## src/rtl/ssd_utils_pkg.sv

```systemverilog
// rtl/ssd_utils_pkg.sv - shared SSD utilities constants (state encodings, widths, limits)
package ssd_utils_pkg;

  // Width of the unsigned binary value handed to the converter.
  localparam int BIN_W   = 14;
  // Largest value a 4-digit display can show; larger inputs saturate.
  localparam int BCD_MAX = 9999;

  typedef enum logic [1:0] {
    IDLE = 2'd0,
    CONV = 2'd1,
    DONE = 2'd2
  } conv_state_t;

endpackage

```

## src/rtl/bcd_add3.sv

```systemverilog
// rtl/bcd_add3.sv - double-dabble nibble correction, adds 3 to nibbles >= 5
// Ports:
//   nibble   - one BCD digit of the accumulator before the shift
//   adjusted - nibble + 3 when nibble >= 5, otherwise nibble unchanged
module bcd_add3 (
  input  logic [3:0] nibble,
  output logic [3:0] adjusted
);

  assign adjusted = (nibble >= 4'd5) ? nibble + 4'd3 : nibble;

endmodule

```

## src/rtl/bin_to_bcd4.sv

```systemverilog
// rtl/bin_to_bcd4.sv - sequential 14-bit binary to 4-digit BCD converter for an SSD controller
// Ports:
//   clk      - single clock, rising edge
//   rst      - asynchronous active-low reset
//   start    - convert request, sampled only while idle
//   bin      - unsigned value, captured on the accepted start edge
//   busy     - high while converting (CONV and DONE)
//   done     - one-cycle pulse on the cycle the result is updated
//   overflow - last captured value exceeded 9999 (digits saturate at 9999)
//   digit3..digit0 - registered BCD thousands, hundreds, tens, units
//   mode     - per-digit display enable, bit i enables digit i
module bin_to_bcd4
  import ssd_utils_pkg::*;
#(
  parameter bit BLANK_LZ = 1'b1
) (
  input  logic             clk,
  input  logic             rst,
  input  logic             start,
  input  logic [BIN_W-1:0] bin,
  output logic             busy,
  output logic             done,
  output logic             overflow,
  output logic [3:0]       digit3,
  output logic [3:0]       digit2,
  output logic [3:0]       digit1,
  output logic [3:0]       digit0,
  output logic [3:0]       mode
);

  localparam int SR_W = 16 + BIN_W;
  localparam logic [BIN_W-1:0] BCD_MAX_W = BIN_W'(BCD_MAX);
  localparam logic [3:0] CNT_INIT = 4'(BIN_W - 1);

  conv_state_t       state_q, state_d;
  logic [SR_W-1:0]   sr_q, sr_d;       // {bcd[15:0], bin_shift[13:0]}
  logic [3:0]        cnt_q, cnt_d;
  logic              ovf_pend_q;       // captured value > 9999
  logic [15:0]       digits_q;
  logic              overflow_q;
  logic              done_q;

  logic [15:0]       bcd_adj;
  logic [SR_W-1:0]   sr_shift;
  logic              last_shift;
  logic              unused_carry;

  genvar g;
  generate
    for (g = 0; g < 4; g++) begin : g_add3
      bcd_add3 u_add3 (
        .nibble   (sr_q[BIN_W + 4*g +: 4]),
        .adjusted (bcd_adj[4*g +: 4])
      );
    end
  endgenerate

  // The adjusted thousands MSB falls off the 16-bit accumulator; it only
  // carries weight for values >= 10000, which are handled by saturation.
  assign unused_carry = bcd_adj[15];
  assign sr_shift     = {bcd_adj[14:0], sr_q[BIN_W-1:0], 1'b0};
  assign last_shift   = (state_q == CONV) && (cnt_q == 4'd0);

  always_comb begin
    state_d = state_q;
    sr_d    = sr_q;
    cnt_d   = cnt_q;
    case (state_q)
      IDLE: begin
        if (start) begin
          sr_d    = {16'd0, bin};
          cnt_d   = CNT_INIT;
          state_d = CONV;
        end
      end
      CONV: begin
        sr_d  = sr_shift;
        cnt_d = cnt_q - 4'd1;
        if (cnt_q == 4'd0) state_d = DONE;
      end
      DONE:    state_d = IDLE;
      default: state_d = IDLE;
    endcase
  end

  always_ff @(posedge clk or negedge rst) begin
    if (!rst) begin
      state_q    <= IDLE;
      sr_q       <= '0;
      cnt_q      <= '0;
      ovf_pend_q <= 1'b0;
      digits_q   <= '0;
      overflow_q <= 1'b0;
      done_q     <= 1'b0;
    end else begin
      state_q <= state_d;
      sr_q    <= sr_d;
      cnt_q   <= cnt_d;
      done_q  <= last_shift;
      if (state_q == IDLE && start) ovf_pend_q <= (bin > BCD_MAX_W);
      // Result is taken from the 14th shift directly so it lands on the
      // same edge that raises done; otherwise the digits hold.
      if (last_shift) begin
        digits_q   <= ovf_pend_q ? 16'h9999 : sr_shift[SR_W-1 -: 16];
        overflow_q <= ovf_pend_q;
      end
    end
  end

  assign busy     = (state_q != IDLE);
  assign done     = done_q;
  assign overflow = overflow_q;
  assign digit3   = digits_q[15:12];
  assign digit2   = digits_q[11:8];
  assign digit1   = digits_q[7:4];
  assign digit0   = digits_q[3:0];

  generate
    if (BLANK_LZ) begin : g_blank
      assign mode = {|digits_q[15:12], |digits_q[15:8], |digits_q[15:4], 1'b1};
    end else begin : g_no_blank
      assign mode = 4'b1111;
    end
  endgenerate

endmodule

```

## config.mk

```make
export PLATFORM = sky130hd
export DESIGN_NAME = bin_to_bcd4
export DESIGN_NICKNAME = d
export VERILOG_FILES = /design/src/rtl/ssd_utils_pkg.sv /design/src/rtl/bcd_add3.sv /design/src/rtl/bin_to_bcd4.sv
export SDC_FILE = /design/constraint.sdc
export NUM_CORES = 1
export LEC_CHECK = 0
export BUFFER_PORTS_ARGS = -buffer_cell sky130_fd_sc_hd__buf_4
export CAP_MARGIN = 0
export CORE_MARGIN = 4
export CORE_UTILIZATION = 45
export CTS_BUF_LIST = sky130_fd_sc_hd__clkbuf_8
export CTS_CLUSTER_DIAMETER = 120
export DETAILED_ROUTE_END_ITERATION = 10
export GPL_TIMING_DRIVEN = 0
export PLACE_DENSITY = 0.69
export SLEW_MARGIN = 10
export SYNTH_ARGS = -nofsm -noshare
export SYNTH_HDL_FRONTEND = slang
export SYNTH_SLANG_ARGS = --single-unit
```

## constraint.sdc

```tcl
create_clock -name clk -period 3.3 [get_ports clk]
set_input_delay 0.66 -clock clk [delete_from_list [all_inputs] [get_ports clk]]
set_output_delay 0.66 -clock clk [all_outputs]
set_load 0.1 [all_outputs]
```

* Word-level counts from Yosys, hierarchy flattened *
Index checks and enable logic that the tools add are counted.

operators by class
  $add $sub $neg = 5
  magnitude comparators = 5
  eq/ne operators = 3
  muxes and demuxes = 12
  reductions and logical operators = 11

operators with widths
  kind                  count
  $pmux 30 s2           1
  $mux 30               1
  $ge 4x3->1 const B    4
  $mux 16               1
  $mux 4                4
  $gt 14x14->1 const B  1
  $add 4x2->4 const B   3
  $reduce_or 12->1      1
  $pmux 4 s2            1
  $reduce_or 8->1       1
  $logic_not 4->1       1
  $mux 2                2
  $pmux 2 s2            1
  $reduce_and 2->1      2
  $reduce_bool 2->1     2
  $reduce_or 4->1       1
  $sub 4x1->4 const B   1
  $add 3x2->3 const B   1
  $mux 3                1
  $eq 2x1->1 const B    1
  $logic_and 1x1->1     2
  $logic_not 2->1       1
  $ne 2x1->1 const B    1
  $ne 2x2->1 const B    1

storage, ports and cells
  flip-flop bits (word level) = 55
  output and inout bits = 23

* Depth between registers and ports, before layout *
  depth after elaboration = 3
  depth in mapped cells = 8

* Modules after synthesis *
Synthesis repeated with hierarchy kept, for this count alone.

second synthesis, totals
  cells, all modules = 302
  area total of the unflattened synthesis = 2777.7 sq um

by module, submodules not included
  module       times used  cells each  area an instance (sq um)  sequential area each (sq um)
  bin_to_bcd4  1           238         2372.3                    1376.3
  bcd_add3     4           16          101.3                     0.0

* Least setup slack after synthesis *
No wires, ideal clock.

  kind = register to output
  start point = register digits_q[12]
  end point = output mode[1]
  arrival time = 2.078 ns
  required time = 2.640 ns
  path slack = 0.562 ns
  cell stages (with the launch flop) = 3
  cell sequence = dfrtp_1 > nor4_1 > nand3_1

between the ends
  longest elaborated chain between the ends = 1

RTL lines
  item                    RTL line            RTL
  start, declared         bin_to_bcd4.sv:39   logic [15:0] digits_q;
  start signal, assigned  bin_to_bcd4.sv:104  digits_q <= ovf_pend_q ? 16'h9999 : sr_shift[SR_W-1 -: 16];
  $reduce_or 12->1        bin_to_bcd4.sv:120  assign mode = {|digits_q[15:12], |digits_q[15:8], |digits_q[15:4], 1'b1};
  end, declared           bin_to_bcd4.sv:28   output logic [3:0] mode

No other way between the ends.

* Worst setup path in the final report *
  start point = register digits_q[8]
  end point = output mode[1]

The elaborated chain is that of the path after synthesis.

==> metrics <==
status=finished clean; Syn Inst Count=266; initial antenna violation count=0; Hold Crit Class=input port to async pin; r2r startpoint=sr_q[14]; warnings from Yosys=0; TNS Setup=0 ns; Post-synth ARST share=1.00; RSZ-0062 raised after global routing=false; Skew-Pair Late Insertion Delay=0.31 ns; Detailed Route WL=5740 um; clock slew at reported path FFs=0.11 ns; Die Width=85.3 um; Mapped Nets=292; hold_buf cts=0; crit-path cells=nor4_1 -> nand3_1 -> buf_4; Max-Cap Viols=0; max-slew violations=0; fin crit share=0.710; DRT antenna net count=0; slowest stage delay, CP=0.56 ns; Seq/Total Area, Yosys=0.512; Max Freq=0.427 GHz; row count=27; terminus of the critical flop-to-flop path=digits_q[2]; Startpoint Class=flop; Vias/cell=5.33; Critical Path AT=1.68 ns; crit end category=output port; H-tree Lvls=2; post-synth design cell area=2690 um^2; drt first pass iters=4; Area growth, synth to finish=18.2%; flop2flop setup slack=1.65 ns; All-Layer GR Usage=0.166; CP Buf/Inv Count=1; R2R depth=6; top_reg_cell synth=dfrtp_1; global-route wire length before repair=9530 um; multiplexer share of the synthesized area=0.0158; cts bufs inserted=5; #FFs+latches synth=55; TritonCTS clock tree=built; Synth cell types=41; simple-gate share of the synthesized area=0.175; Worst Path Max Fanout=3; Clock Sinks=55; CORE AREA=5640 um^2; Clock Path Buffers=2; adder-cell share of the synthesized area=0.0419; Die ar.=7270 um^2; Die Y=85.3 um; clock skew after layout=0.0134 ns; post-layout net count=337; Post-CTS Setup Inserts=0; Post-synth EDFFs=0; PortBufs=38; Worst slew margin=0.543; Iter 0 DRT Violations=136; CP max stage cell=nor4_1; vias in the first global route=1,916; combinational family with the most area after synthesis=simple AND/OR/NAND/NOR gates; Setup-failing EPs final=0; Placer Congestion=0.770; delay-heaviest family, CP=simple AND/OR/NAND/NOR gates; Req. time, crit path=2.64 ns; IO Count=40; Synth Area in Compound Gates=0.174; CTS Root Cell=clkbuf_8; residual DRC count=0; minimum clock period=2.34 ns; final global-route overflow total=0; Worst Setup Path Type=flop to output port; Mapped Avg Cell Area=10.1 um^2; HPWL after DPL=4060 um; Synth Area in XOR/XNOR=0.0130; Antenna diodes=0; largest net degree at the start of global routing=56; final hold vios=0; worst-margin pin slew=0.685 ns; routed wire length per instance=14.9 um; fraction of layout cells with a size suffix above 1=0.234; Initial Util=0.476; post-CTS resize count=0; vias=2,045
how the worst max path moves through the flow:
stage                 start  slack [ns]       to  cells after the start
2_1_floorplan  digits_q[12]        0.56  mode[1]                      2
3_3_place_gp    digits_q[8]        1.31  mode[1]                      3
3_5_place_dp    digits_q[8]        1.31  mode[1]                      3
4_1_cts         digits_q[8]        0.96  mode[1]                      3
5_1_grt        digits_q[12]        0.85  mode[1]                      3
6_report        digits_q[8]        0.96  mode[1]                      3
per-layer routing:
layer,global-route usage,wire [um],vias to the layer above,part of all wire
met5,0,0,-,0
met3,0.0340,259,4,0.045
li1,-,-,1016,-
met2,0.266,2750,48,0.48
met1,0.231,2690,977,0.47
met4,0.0432,36,0,0.0063
flip-flops by register name (all words and copies together) (netlist names):
register and count:
sr_q 30, ovf_pend_q 1, state_q 2, digits_q 16, overflow 1, done 1
cnt_q 4
cell type report:
| cell class | count | area, um^2 |
|---|---|---|
| multi-input cells | 184 | 1130 |
| clock inverters | 3 | 43.8 |
| clock buffers | 5 | 68.8 |
| fillers | 520 | 2470 |
| well taps | 72 | 90.1 |
| plain buffers | 13 | 121 |
| flip-flops and latches | 55 | 1380 |
| inverters | 14 | 57.6 |
| repair buffers | 38 | 285 |
Yosys cell counts, types with 2 or more instances:
library cell  number  area share
buf_6              7       0.029
o2bb2ai_1          2      0.0065
a31oi_1            2      0.0047
ha_1               9       0.042
a22oi_1           13       0.036
a41oi_1            3      0.0098
nor2_4             2      0.0084
nand2b_1           5       0.012
o22ai_1            8       0.019
a21o_1             2      0.0056
nand3_1            2      0.0037
nand2_1           55       0.077
nor3_1             8       0.015
nor3b_1            3      0.0084
nor4_1             4      0.0093
o21ai_0           18       0.034
dfrtp_1           55        0.51
nor2_1            11       0.015
a22o_1             4       0.013
xnor2_1            4       0.013
buf_4              5       0.014
mux2i_1            2      0.0075
mux2_2             2      0.0084
inv_1             13       0.018
a21oi_1           10       0.019
a211oi_1           2      0.0056
stage by stage:
step	util	hold slack, ns	cell area (um^2)	worst slack (ns)	instances
after global placement	0.543	0.457	3060	1.31	376
after floorplan	-	0.364	2690	0.562	266
after detailed placement	0.543	0.464	3060	1.31	376
after global routing	0.563	0.441	3170	0.849	384
after CTS	0.563	0.412	3170	0.964	384
final	0.563	0.395	3170	0.956	384
cell families after synthesis:
logic type,Yosys count
multiplexers,4
adder cells (fa/ha/maj),9
flip-flops,55
buffers and inverters,27
XOR/XNOR,4
AO/OA/AOI/OAI,70
other,1
AND/OR/NAND/NOR,96
cells in the final DEF, fill, tap and decap left out, types with 3 or more instances in the layout:
cell type  instances
nor3_1             8
nand2_1           55
ha_1               9
xnor2_1            4
o22ai_1            8
a41oi_1            3
buf_6              7
inv_1             13
nor2_1            11
a22o_1             4
dfrtp_1           55
o21ai_0           18
nor3b_1            3
clkbuf_8           5
nor4_1             4
buf_4             43
a21oi_1           10
nand2b_1           5
a22oi_1           13
Power is not shown: default switching activity piles up to over one toggle a cycle in this logic, so the estimate is an artifact.
